<file path="config.mk">
export PLATFORM = sky130hd
export DESIGN_NAME = sw_array_driver
export DESIGN_NICKNAME = d
export VERILOG_FILES = /design/src/rtl/sw_array_driver.sv
export SDC_FILE = /design/constraint.sdc
export NUM_CORES = 1
export LEC_CHECK = 0
export BUFFER_PORTS_ARGS = -buffer_cell sky130_fd_sc_hd__buf_2
export CAP_MARGIN = 10
export CORE_AREA = 2 2 119 121
export DETAILED_ROUTE_END_ITERATION = 12
export DIE_AREA = 0 0 121 123
export PLACE_DENSITY = 0.57
export SYNTH_ARGS = -nofsm -noshare
export SYNTH_HDL_FRONTEND = slang
export SYNTH_SLANG_ARGS = --single-unit
</file>
<file path="constraint.sdc">
create_clock -name clk -period 2.3 [get_ports clk]
set_clock_uncertainty 0.15 [all_clocks]
set_input_delay 0.23 -clock clk [delete_from_list [all_inputs] [get_ports clk]]
set_output_delay 0.23 -clock clk [all_outputs]
set_load 0.05 [all_outputs]
</file>
<file path="src/rtl/sw_array_driver.sv">
// Host-side job sequencer for the 64-PE Smith-Waterman systolic array: clear, query load + pad,
// target stream, drain, then result handshake. Optional macro SW_DRV_TGAP_ERR_EN flags target gaps.
module sw_array_driver #(
    parameter int unsigned NUM_PE       = 64,
    parameter int unsigned DRAIN_CYCLES = 130
) (
    input  logic        clk,
    input  logic        rst,

    input  logic        q_valid,
    output logic        q_ready,
    input  logic [1:0]  q_sym,
    input  logic        q_last,

    input  logic        t_valid,
    output logic        t_ready,
    input  logic [1:0]  t_sym,
    input  logic        t_last,

    output logic        res_valid,
    input  logic        res_ready,
    output logic [15:0] res_score,
    output logic [7:0]  res_qlen,
    output logic [15:0] res_tlen,
    output logic [1:0]  res_err,

    output logic        arr_rst,
    output logic        arr_S_load,
    output logic        arr_S_valid,
    output logic [1:0]  arr_S,
    output logic        arr_ripple_en,
    output logic [1:0]  arr_T,
    output logic [15:0] arr_max_in,
    output logic [15:0] arr_V_in,
    output logic [15:0] arr_V_alpha,
    output logic [15:0] arr_F_in,
    input  logic [15:0] arr_max_out
);

    localparam int unsigned QCNT_W  = 8;
    localparam int unsigned TCNT_W  = 16;
    localparam int unsigned DCNT_W  = 16;
    localparam int unsigned SCORE_W = 16;

    localparam logic [QCNT_W-1:0] PE_LAST   = QCNT_W'(NUM_PE - 1);
    localparam logic [DCNT_W-1:0] DRN_LAST  = DCNT_W'(DRAIN_CYCLES - 1);
    localparam logic [TCNT_W-1:0] TCNT_SAT  = {TCNT_W{1'b1}};

    typedef enum logic [2:0] {
        IDLE, CLEAR, LOAD_Q, Q_FLUSH, PAD, STREAM_T, DRAIN, RESULT
    } state_t;

    state_t              state, state_n;
    logic [QCNT_W-1:0]   qcnt, qcnt_n;
    logic [QCNT_W-1:0]   shcnt, shcnt_n;
    logic [TCNT_W-1:0]   tcnt, tcnt_n;
    logic [DCNT_W-1:0]   dcnt, dcnt_n;
    logic                qovf, qovf_n;
`ifdef SW_DRV_TGAP_ERR_EN
    logic                t_seen, t_seen_n;
    logic                tgap, tgap_n;
`endif

    logic                res_valid_n;
    logic [SCORE_W-1:0]  res_score_n;
    logic [QCNT_W-1:0]   res_qlen_n;
    logic [TCNT_W-1:0]   res_tlen_n;
    logic [1:0]          res_err_n;

    // The array's score/value injection ports are unused by this host.
    assign arr_max_in  = '0;
    assign arr_V_in    = '0;
    assign arr_V_alpha = '0;
    assign arr_F_in    = '0;

    always_ff @(posedge clk) begin
        if (rst) begin
            state     <= IDLE;
            qcnt      <= '0;
            shcnt     <= '0;
            tcnt      <= '0;
            dcnt      <= '0;
            qovf      <= 1'b0;
`ifdef SW_DRV_TGAP_ERR_EN
            t_seen    <= 1'b0;
            tgap      <= 1'b0;
`endif
            res_valid <= 1'b0;
            res_score <= '0;
            res_qlen  <= '0;
            res_tlen  <= '0;
            res_err   <= '0;
        end else begin
            state     <= state_n;
            qcnt      <= qcnt_n;
            shcnt     <= shcnt_n;
            tcnt      <= tcnt_n;
            dcnt      <= dcnt_n;
            qovf      <= qovf_n;
`ifdef SW_DRV_TGAP_ERR_EN
            t_seen    <= t_seen_n;
            tgap      <= tgap_n;
`endif
            res_valid <= res_valid_n;
            res_score <= res_score_n;
            res_qlen  <= res_qlen_n;
            res_tlen  <= res_tlen_n;
            res_err   <= res_err_n;
        end
    end

    always_comb begin
        state_n       = state;
        qcnt_n        = qcnt;
        shcnt_n       = shcnt;
        tcnt_n        = tcnt;
        dcnt_n        = dcnt;
        qovf_n        = qovf;
`ifdef SW_DRV_TGAP_ERR_EN
        t_seen_n      = t_seen;
        tgap_n        = tgap;
`endif
        res_valid_n   = res_valid;
        res_score_n   = res_score;
        res_qlen_n    = res_qlen;
        res_tlen_n    = res_tlen;
        res_err_n     = res_err;

        q_ready       = 1'b0;
        t_ready       = 1'b0;
        arr_rst       = rst;
        arr_S_load    = 1'b0;
        arr_S_valid   = 1'b0;
        arr_S         = 2'b00;
        arr_ripple_en = 1'b0;
        arr_T         = 2'b00;

        case (state)
            IDLE: begin
                if (q_valid) state_n = CLEAR;
            end

            CLEAR: begin
                arr_rst  = 1'b1;
                qcnt_n   = '0;
                shcnt_n  = '0;
                tcnt_n   = '0;
                dcnt_n   = '0;
                qovf_n   = 1'b0;
`ifdef SW_DRV_TGAP_ERR_EN
                t_seen_n = 1'b0;
                tgap_n   = 1'b0;
`endif
                state_n  = LOAD_Q;
            end

            LOAD_Q: begin
                q_ready = 1'b1;
                if (q_valid) begin
                    arr_S_load  = 1'b1;
                    arr_S_valid = 1'b1;
                    arr_S       = q_sym;
                    qcnt_n      = qcnt + QCNT_W'(1);
                    shcnt_n     = shcnt + QCNT_W'(1);
                    // A full array without q_last means the rest of the query is dropped.
                    if (qcnt == PE_LAST) begin
                        if (q_last) begin
                            state_n = STREAM_T;
                        end else begin
                            qovf_n  = 1'b1;
                            state_n = Q_FLUSH;
                        end
                    end else if (q_last) begin
                        state_n = PAD;
                    end
                end
            end

            Q_FLUSH: begin
                q_ready = 1'b1;
                if (q_valid && q_last) state_n = STREAM_T;
            end

            PAD: begin
                arr_S_load = 1'b1;
                shcnt_n    = shcnt + QCNT_W'(1);
                if (shcnt == PE_LAST) state_n = STREAM_T;
            end

            STREAM_T: begin
                t_ready = 1'b1;
                if (t_valid) begin
                    arr_ripple_en = 1'b1;
                    arr_T         = t_sym;
                    tcnt_n        = (tcnt == TCNT_SAT) ? tcnt : tcnt + TCNT_W'(1);
`ifdef SW_DRV_TGAP_ERR_EN
                    t_seen_n      = 1'b1;
`endif
                    if (t_last) state_n = DRAIN;
                end else begin
`ifdef SW_DRV_TGAP_ERR_EN
                    if (t_seen) tgap_n = 1'b1;
`endif
                end
            end

            DRAIN: begin
                if (dcnt == DRN_LAST) begin
                    state_n     = RESULT;
                    res_valid_n = 1'b1;
                    res_score_n = arr_max_out;
                    res_qlen_n  = qcnt;
                    res_tlen_n  = tcnt;
`ifdef SW_DRV_TGAP_ERR_EN
                    res_err_n   = {tgap, qovf};
`else
                    res_err_n   = {1'b0, qovf};
`endif
                end else begin
                    dcnt_n = dcnt + DCNT_W'(1);
                end
            end

            RESULT: begin
                if (res_ready) begin
                    res_valid_n = 1'b0;
                    state_n     = IDLE;
                end
            end

            default: state_n = IDLE;
        endcase

        // Hold the array quiet and refuse beats for as long as reset is asserted.
        if (rst) begin
            q_ready       = 1'b0;
            t_ready       = 1'b0;
            arr_S_load    = 1'b0;
            arr_S_valid   = 1'b0;
            arr_S         = 2'b00;
            arr_ripple_en = 1'b0;
            arr_T         = 2'b00;
        end
    end

endmodule

</file>
==> results.txt, run 1 <==
status -> complete, no violations
wl on met1 -> 5550 um
Placer Congestion -> 0.853
Initial Util -> 0.362
fin crit period -> 2.15 ns
routed wire length per instance -> 13.1 um
RSZ-0062 raised after global routing -> no
maxcap violations -> 0
Synth Area in Adders -> 0.0127
sw frac -> 0.345
IR drop worst, VDD -> 0.000505 V
Max Fclk -> 0.464 GHz
CTS clk-pin slew, worst paths -> 0.06 ns
Syn Std Cell Area -> 4930 sq um
drc violations -> 0
hold slack -> 0.140 ns
die width -> 121 um
Final Cycle Share -> 0.937
Worst-Margin Slew -> 0.505 ns
DP HPWL -> 8000 um
main combinational cell family by area after synthesis -> simple AND/OR/NAND/NOR gates
nets@finish -> 733
number of library cell types mapped by synthesis -> 59
XOR/XNOR Fraction of Synth Area -> 0.0409
CTS Buf Count -> 9
Synth Area per Inst -> 8.02 sq um
EDFF count, synth -> 0
Ports -> 144
initial antenna violation count -> 0
Synth Area in Simple Gates -> 0.272
CTS root buffer -> clkbuf_16
row count -> 43
Psw -> 0.00147 W
Avg Vias per Cell -> 4.84
H-tree depth -> 3
post-synthesis sequential area ratio -> 0.382
endpoints failing hold -> 0
Slew HR -> 0.663
Syn Inst Count -> 614
flop2flop setup slack -> 0.17 ns
Req. time, crit path -> 1.92 ns
Final setup viols -> 0
first-pass GRT wire length -> 18,300 um
clk buf depth -> 2
mux cell area share after synthesis -> 0.0145
Max stage delay on crit path -> 0.47 ns
critical path depth in cells -> 4
initial drt markers -> 198
Final Max Tran Viols -> 0
n_diodes -> 0
Num Clock Sinks -> 94
most common cell after layout, fill and taps aside -> nand2_1
Top Family by Delay on Critical Path -> simple AND/OR/NAND/NOR gates
grt total ovfl -> 0
TNS Setup -> 0 ns
nature of the critical path startpoint -> flip-flop
r2r worst-path depth -> 6
setup bufs post-CTS -> 0
Worst path slowest cell -> or3b_1
number of synthesized register bits -> 94
Gate power share -> 0.247
CTS tree -> done
die height -> 123 um
RR Startpoint -> qcnt[0]
worst hold path type -> primary input to flip-flop
Seq pwr share -> 0.408
share of layout cells above drive strength 1 -> 0.184
Overall Power -> 0.00425 W
Pre-antenna DRT Iters -> 5
Critical Path End -> arr_rst
Internal -> 0.00278 W
via count -> 4,292
worst-path cell chain -> buf_4, or3b_1, nand2_1, buf_4
clock share of power -> 0.345
Area growth, synth to finish -> 17.1%
vias in the first global route -> 3,780
largest net degree at the start of global routing -> 42
reg2reg end -> state[0]
max layer used -> met4
power per standard cell area -> 737 nW/um^2
Port-buffer cells -> 78
crit-path max FO -> 13
Clock Latency Late Sink -> 0.34 ns
GRT Util Overall -> 0.153
Compound-Gate Fraction of Synth Area -> 0.146
full die area -> 14,900 sq um
crit path buf inv count -> 2
most frequent cells in the layout -> nand2_1, dfxtp_1, buf_2
final antenna-violating net count -> 0
Ys Warns -> 0
met2 wire length -> 5280 um
Pleak -> 2.27 nW
WL met3 -> 567 um
FFs w/ async S/R, synth -> 0
DRT Wirelength -> 11,600 um
crit path launch -> state[2]
Core Area -> 13,600 sq um
cell repeated most along the worst path -> buf_4
crit path kind -> flip-flop to output pin
CP Capture Type -> output pin
Primary FF master, synth -> dfxtp_1
CP arrival -> 1.77 ns
## cell usage after synthesis (8+ instances only)
cell type  number  area, sq um
nand3_1        14         70.1
clkbuf_1       22         82.6
and2_1         11         68.8
nor2_1         50          188
a21oi_1        66          330
dfxtp_1        94         1880
xor2_1         19          166
nand4_1        10         62.6
buf_4          65          488
nand2_1       117          439
buf_2           8         40.0
nor3_1         11         55.1
o21ai_0        10         50.1
o2111ai_1       8         70.1
## flip-flops by register name, indices dropped and copies added, names as in the netlist
signal,count
res_tlen,16
qovf,1
res_qlen,8
res_err,1
res_valid,1
state,3
res_score,16
dcnt,16
qcnt,8
tcnt,16
shcnt,8
## metrics by stage
step / utilization / area, sq um / cells / setup slack (ns)
floorplan: - / 5180 / 678 / 0.0475
global placement: 0.389 / 5300 / 854 / 0.163
detailed placement: 0.389 / 5300 / 854 / 0.0946
CTS: 0.423 / 5750 / 886 / 0.000858
global route: 0.424 / 5770 / 886 / 0.0221
finish: 0.424 / 5770 / 886 / 0.145
## worst min path at each step
stage | start | end | slack [ns] | cells past startpoint
2_1_floorplan | arr_max_out[5] | res_score[5] | 0.22 | 2
5_1_grt | q_last | qovf | 0.17 | 4
3_3_place_gp | res_qlen[5] | res_qlen[5] | 0.29 | 2
6_report | q_last | qovf | 0.14 | 4
4_1_cts | q_last | qovf | 0.14 | 4
3_5_place_dp | res_score[8] | res_score[8] | 0.30 | 2
## power groups by stage
| stage | logic, W | clock network, W | registers [W] |
|---|---|---|---|
| 4_1_cts | 0.00104 | 0.00151 | 0.00173 |
| 3_3_place_gp | 0.000999 | 0 | 0.00176 |
| 3_5_place_dp | 0.00101 | 0 | 0.00176 |
| 5_1_grt | 0.00114 | 0.00159 | 0.00175 |
| 6_report | 0.00105 | 0.00147 | 0.00174 |
| 2_1_floorplan | 0.000911 | 0 | 0.00171 |
## worst register-to-register path: stages (launching register included)
cell and delay [ns]:
dfxtp_1 0.40, ha_1 0.23, nor3b_1 0.27, nand2_1 0.19, a211o_1 0.33, o311ai_0 0.28, o21ai_0 0.14
## metal layers
metal  track usage  up-vias
met2         0.242      123
met1         0.208     2006
li1              -     2151
met3        0.0258       12
met5             0        -
met4        0.0603        0
## timing repair
item / in CTS / in global routing
gates resized for setup: 1 / 6
hold buffers: 16 / 0
setup endpoints to repair: 1 / 51
endpoints found under the hold margin: 16 / 0
## final cells by class
class / count / area, sq um
multi-input cells: 481 / 2670
flip-flops and latches: 94 / 1880
clock buffers: 11 / 233
well taps: 180 / 225
inverters: 6 / 22.5
repair buffers: 109 / 678
fillers: 1416 / 7840
clock inverters: 5 / 58.8
## cells by family after synthesis
group	Yosys count
other	1
buffers and inverters	103
flip-flops	94
AND/OR/NAND/NOR	267
XOR/XNOR	23
multiplexers	7
AO/OA/AOI/OAI	114
adder cells (fa/ha/maj)	5
Note: power is estimated with default switching activity, not from simulation.
==> run 2, diff against run 1 <==
==> constraint.sdc (replaced) <==
create_clock -name clk -period 2.3 [get_ports clk]
set_clock_uncertainty 0.15 [all_clocks]
set_input_delay 0.115 -clock clk [delete_from_list [all_inputs] [get_ports clk]]
set_output_delay 0.115 -clock clk [all_outputs]
set_load 0.05 [all_outputs]
==> run 2 against run 1 <==
Effect of this change: combinational power about the same; via count increased by 0.28%; fmax increased by 2.5%; wire length decreased by 1.2%; sequential power about the same; final cell count decreased by 0.11%; sequential share of layout area decreased by 0.16 points; largest power group unchanged; highest routed layer unchanged.
==> results.txt, run 2 (synthesis results as in run 1) <==
non-filler instance count after layout -> 885 (-0.11%)
endpoints failing hold -> 0 (unchanged)
clk buf depth -> 2 (unchanged)
fin crit period -> 2.10 ns (-0.0519 ns)
maxcap violations -> 0 (unchanged)
nature of the critical path startpoint -> flip-flop
grt total ovfl -> 0 (unchanged)
IR drop worst, VDD -> 0.000386 V (-24%)
Area growth, synth to finish -> 17.6%
Req. time, crit path -> 2.36 ns (+0.44 ns)
Core Area -> 13,600 sq um (unchanged)
Max Fclk -> 0.476 GHz (+2.5%)
CTS root buffer -> clkbuf_16
Final setup viols -> 0 (unchanged)
power per standard cell area -> 755 nW/um^2 (+2.5%)
H-tree depth -> 3 (unchanged)
share of layout cells above drive strength 1 -> 0.179 (-0.00541)
CP Capture Type -> flip-flop
DP HPWL -> 7960 um (-0.41%)
dpl cells -> 852 (-0.23%)
initial antenna violation count -> 0 (unchanged)
Pleak -> 2.27 nW (+0.17%)
r2r worst-path depth -> 6 (unchanged)
worst hold path type -> primary input to flip-flop
DRT Wirelength -> 11,400 um (-1.2%)
GRT Util Overall -> 0.155 (+0.00182)
most common cell after layout, fill and taps aside -> nand2_1
most frequent cells in the layout -> nand2_1, dfxtp_1, buf_2
vias in the first global route -> 3,958 (+4.7%)
CTS clk-pin slew, worst paths -> 0.07 ns (about the same)
initial drt markers -> 210 (+6.1%)
Clock Latency Late Sink -> 0.34 ns (about the same)
Slew HR -> 0.644 (-0.0191)
Final Cycle Share -> 0.914 (-0.0226)
CTS tree -> done
routed wire length per instance -> 12.9 um (-1.1%)
status -> complete, no violations
CP arrival -> 2.17 ns (+0.40 ns)
Final Max Tran Viols -> 0 (unchanged)
die width -> 121 um (unchanged)
final antenna-violating net count -> 0 (unchanged)
RSZ-0062 raised after global routing -> no
fillers -> 1,392 (-1.7%)
via count -> 4,304 (+0.28%)
Initial Util -> 0.362 (unchanged)
drc violations -> 0 (unchanged)
hold path cells -> 4 (unchanged)
Worst Slack Setup Final -> 0.197 ns (+0.0519 ns)
crit path kind -> flip-flop to flip-flop
Ports -> 144 (unchanged)
CTS Buf Count -> 9 (unchanged)
Pre-antenna DRT Iters -> 5 (unchanged)
Avg Vias per Cell -> 4.86 (+0.39%)
Num Clock Sinks -> 94 (unchanged)
TNS Setup -> 0 ns (unchanged)
row count -> 43 (unchanged)
Worst-Margin Slew -> 0.534 ns (+0.0287 ns)
largest net degree at the start of global routing -> 52 (+24%)
crit-path max FO -> 5 (-8)
nets@finish -> 732 (-0.14%)
first-pass GRT wire length -> 18,500 um (+1.2%)
worst slack, placed -> 0.112 ns (+0.0173 ns)
n_diodes -> 0 (unchanged)
hold slack -> 0.0540 ns (-0.0858 ns)
die height -> 123 um (unchanged)
Overall Power -> 0.00438 W (+2.9%)
full die area -> 14,900 sq um (unchanged)
Placer Congestion -> 0.843 (-1.2%)
Port-buffer cells -> 78 (unchanged)
[run 2: area by class of cell]
cell class / instances / area (sq um) / area share
Timing Repair Buffer: 108 / 687 / 0.119
Inverter: 6 / 22.5 / 0.00389
Clock buffer: 11 / 233 / 0.0402
Sequential cell: 94 / 1880 / 0.325
Multi-Input combinational cell: 481 / 2660 / 0.459
Tap cell: 180 / 225 / 0.0389
Clock inverter: 5 / 83.8 / 0.0145
[run 2: path summary, 6_finish.rpt]
| path | endpoint | from | slack, ns |
|---|---|---|---|
| hold reg to reg | res_score[6] | res_score[6] | 0.30 |
| hold / removal | qovf | q_last | 0.05 |
| setup reg to reg | state[0] | qcnt[0] | 0.20 |
| setup / recovery | state[0] | qcnt[0] | 0.20 |
[run 2: power by group]
part / switching [W] / internal, W
Sequential: 0.0000576 / 0.00166
Clock: 0.000628 / 0.000955
Combinational: 0.000776 / 0.000301
Total: 0.00146 / 0.00291
[run 2: repair_timing]
action,in CTS,in global routing
resized for setup,1,4
hold buffers,17,0
hold endpoints to repair,17,0
gates cloned,0,0
buffers inserted,0,0
setup endpoints to repair,1,45
[run 2: metal layers]
layer	vias up	part of all wire	GRT usage
met5	-	0	0
met4	0	0.022	0.0676
met3	21	0.065	0.0291
met2	149	0.46	0.251
met1	1982	0.45	0.201
li1	2152	-	-
[run 2: worst max-delay path, stage by stage, from the launching register on]
cell,delay [ns]
dfxtp_1,0.40
ha_1,0.23
nor3b_1,0.27
nand2_1,0.17
a211o_1,0.33
o311ai_0,0.30
o21ai_0,0.13
[run 2: stage by stage]
| stage | area (sq um) | util |
|---|---|---|
| 2_1_floorplan | 5170 | - |
| 3_3_place_gp | 5290 | 0.389 |
| 3_5_place_dp | 5290 | 0.389 |
| 4_1_cts | 5780 | 0.425 |
| 5_1_grt | 5790 | 0.426 |
| 6_report | 5790 | 0.426 |
==> run 3, diff against run 2 <==
Settings changed: MAX_ROUTING_LAYER from default to met4.
==> run 3 against run 2 <==
Effect of this change: final area down 0.28%; wire length up 0.92%; fmax down 1.9%; clock power down 9%; worst hold slack better by 0.0061 ns.
==> results.txt, run 3 (synthesis results as in run 1) <==
hold path cells -> 4 (unchanged)
Slew HR -> 0.645 (+0.000850)
Ports -> 144 (unchanged)
nets@finish -> 735 (+0.41%)
endpoints failing hold -> 0 (unchanged)
row count -> 43 (unchanged)
CTS Buf Count -> 9 (unchanged)
share of layout cells above drive strength 1 -> 0.186 (+0.00772)
fillers -> 1,364 (-2.0%)
RR Startpoint -> tcnt[7]
hold path endpoint -> qovf
post-layout util -> 0.424 (-0.00120)
die height -> 123 um (unchanged)
Final Cycle Share -> 0.932 (+0.0172)
power per standard cell area -> 737 nW/um^2 (-2.5%)
Final Max Tran Viols -> 0 (unchanged)
Avg Vias per Cell -> 4.80 (-1.4%)
maxcap violations -> 0 (unchanged)
hold wc startpoint -> q_last
RSZ-0062 raised after global routing -> no
drc violations -> 0 (unchanged)
dpl cells -> 855 (+0.35%)
IR drop worst, VDD -> 0.000534 V (+38%)
CP Capture Type -> output pin
Max Fclk -> 0.467 GHz (-1.9%)
Worst-Margin Slew -> 0.533 ns (-0.00127 ns)
reg2reg end -> tcnt[12]
initial drt markers -> 187 (-11%)
die width -> 121 um (unchanged)
worst slack, placed -> 0.118 ns (+0.00596 ns)
Core Area -> 13,600 sq um (unchanged)
Clock Latency Late Sink -> 0.35 ns (about the same)
Placer Congestion -> 0.875 (+3.8%)
H-tree depth -> 3 (unchanged)
routed wire length per instance -> 13.0 um (+0.58%)
r2r worst-path depth -> 5 (-1)
GRT Util Overall -> 0.158 (+0.00373)
most frequent cells in the layout -> nand2_1, dfxtp_1, buf_2
Req. time, crit path -> 2.04 ns (-0.32 ns)
CTS root buffer -> clkbuf_16
fin crit period -> 2.14 ns (+0.0397 ns)
via count -> 4,258 (-1.1%)
status -> complete, no violations
Initial Util -> 0.362 (unchanged)
DRT Wirelength -> 11,500 um (+0.92%)
Pleak -> 2.28 nW (+0.36%)
CTS tree -> done
Port-buffer cells -> 78 (unchanged)
Num Clock Sinks -> 94 (unchanged)
nature of the critical path startpoint -> flip-flop
initial antenna violation count -> 0 (unchanged)
first-pass GRT wire length -> 18,500 um (-0.11%)
grt total ovfl -> 0 (unchanged)
flop2flop setup slack -> 0.23 ns (+0.03 ns)
largest net degree at the start of global routing -> 52 (unchanged)
crit-path max FO -> 11 (+6)
DP HPWL -> 8040 um (+0.92%)
Pre-antenna DRT Iters -> 6 (+1)
worst hold path type -> primary input to flip-flop
vias in the first global route -> 3,846 (-2.8%)
Area growth, synth to finish -> 17.3%
most common cell after layout, fill and taps aside -> nand2_1
setup bufs post-CTS -> 0 (unchanged)
full die area -> 14,900 sq um (unchanged)
Worst Slack Setup Final -> 0.158 ns (-0.0397 ns)
clk buf depth -> 2 (unchanged)
TNS Setup -> 0 ns (unchanged)
final antenna-violating net count -> 0 (unchanged)
non-filler instance count after layout -> 888 (+0.34%)
n_diodes -> 0 (unchanged)
crit path kind -> flip-flop to output pin
CTS clk-pin slew, worst paths -> 0.07 ns (about the same)
hold slack -> 0.0601 ns (+0.00607 ns)
Final setup viols -> 0 (unchanged)
CP arrival -> 1.88 ns (-0.29 ns)
## run 3: through the flow
stage	power, W	cell area (sq um)
after floorplan	0.00262	5170
after global placement	0.00281	5310
after detailed placement	0.00283	5310
after CTS	0.00427	5770
after global routing	0.00446	5780
final	0.00425	5780
## run 3: routing by layer
metal | GRT usage | wire length [um] | vias up
li1 | - | - | 2156
met1 | 0.205 | 5430 | 1950
met3 | 0.0337 | 672 | 10
met2 | 0.248 | 5310 | 142
met5 | - | 0 | -
met4 | 0.0509 | 140 | 0
## run 3: layout make-up
cell class,instances,area (sq um),area share
multi-input cells,481,2650,0.459
flip-flops and latches,94,1880,0.326
repair buffers,111,706,0.122
clock buffers,10,239,0.0414
well taps,180,225,0.0390
clock inverters,6,46.3,0.00801
inverters,6,22.5,0.00390
## run 3: worst max path at each step
stage,cells past startpoint,from,end
finish,5,state[0],arr_T[0]
floorplan,5,state[2],arr_S[0]
detailed placement,4,state[0],res_score[15]
global route,5,state[0],arr_T[1]
global placement,4,state[1],res_tlen[13]
CTS,5,state[0],arr_T[0]
## run 3: critical path: stages, from the launching register on
cell     delay, ns
dfxtp_2       0.44
buf_4         0.21
nand3_1       0.21
nor2_2        0.24
and3_1        0.18
buf_2         0.26
## run 3: timing repair
item                                   CTS  global route
endpoints found under the hold margin   17             0
resized for setup                        0             4
setup endpoints to repair                0            23
hold buffers                            17             0
## run 3: report_power, final
part | internal (W) | leakage, nW | switching, W
clock network | 0.000768 | 0.135 | 0.000660
registers | 0.00166 | 0.758 | 0.0000678
logic | 0.000319 | 1.38 | 0.000779
total | 0.00275 | 2.28 | 0.00151
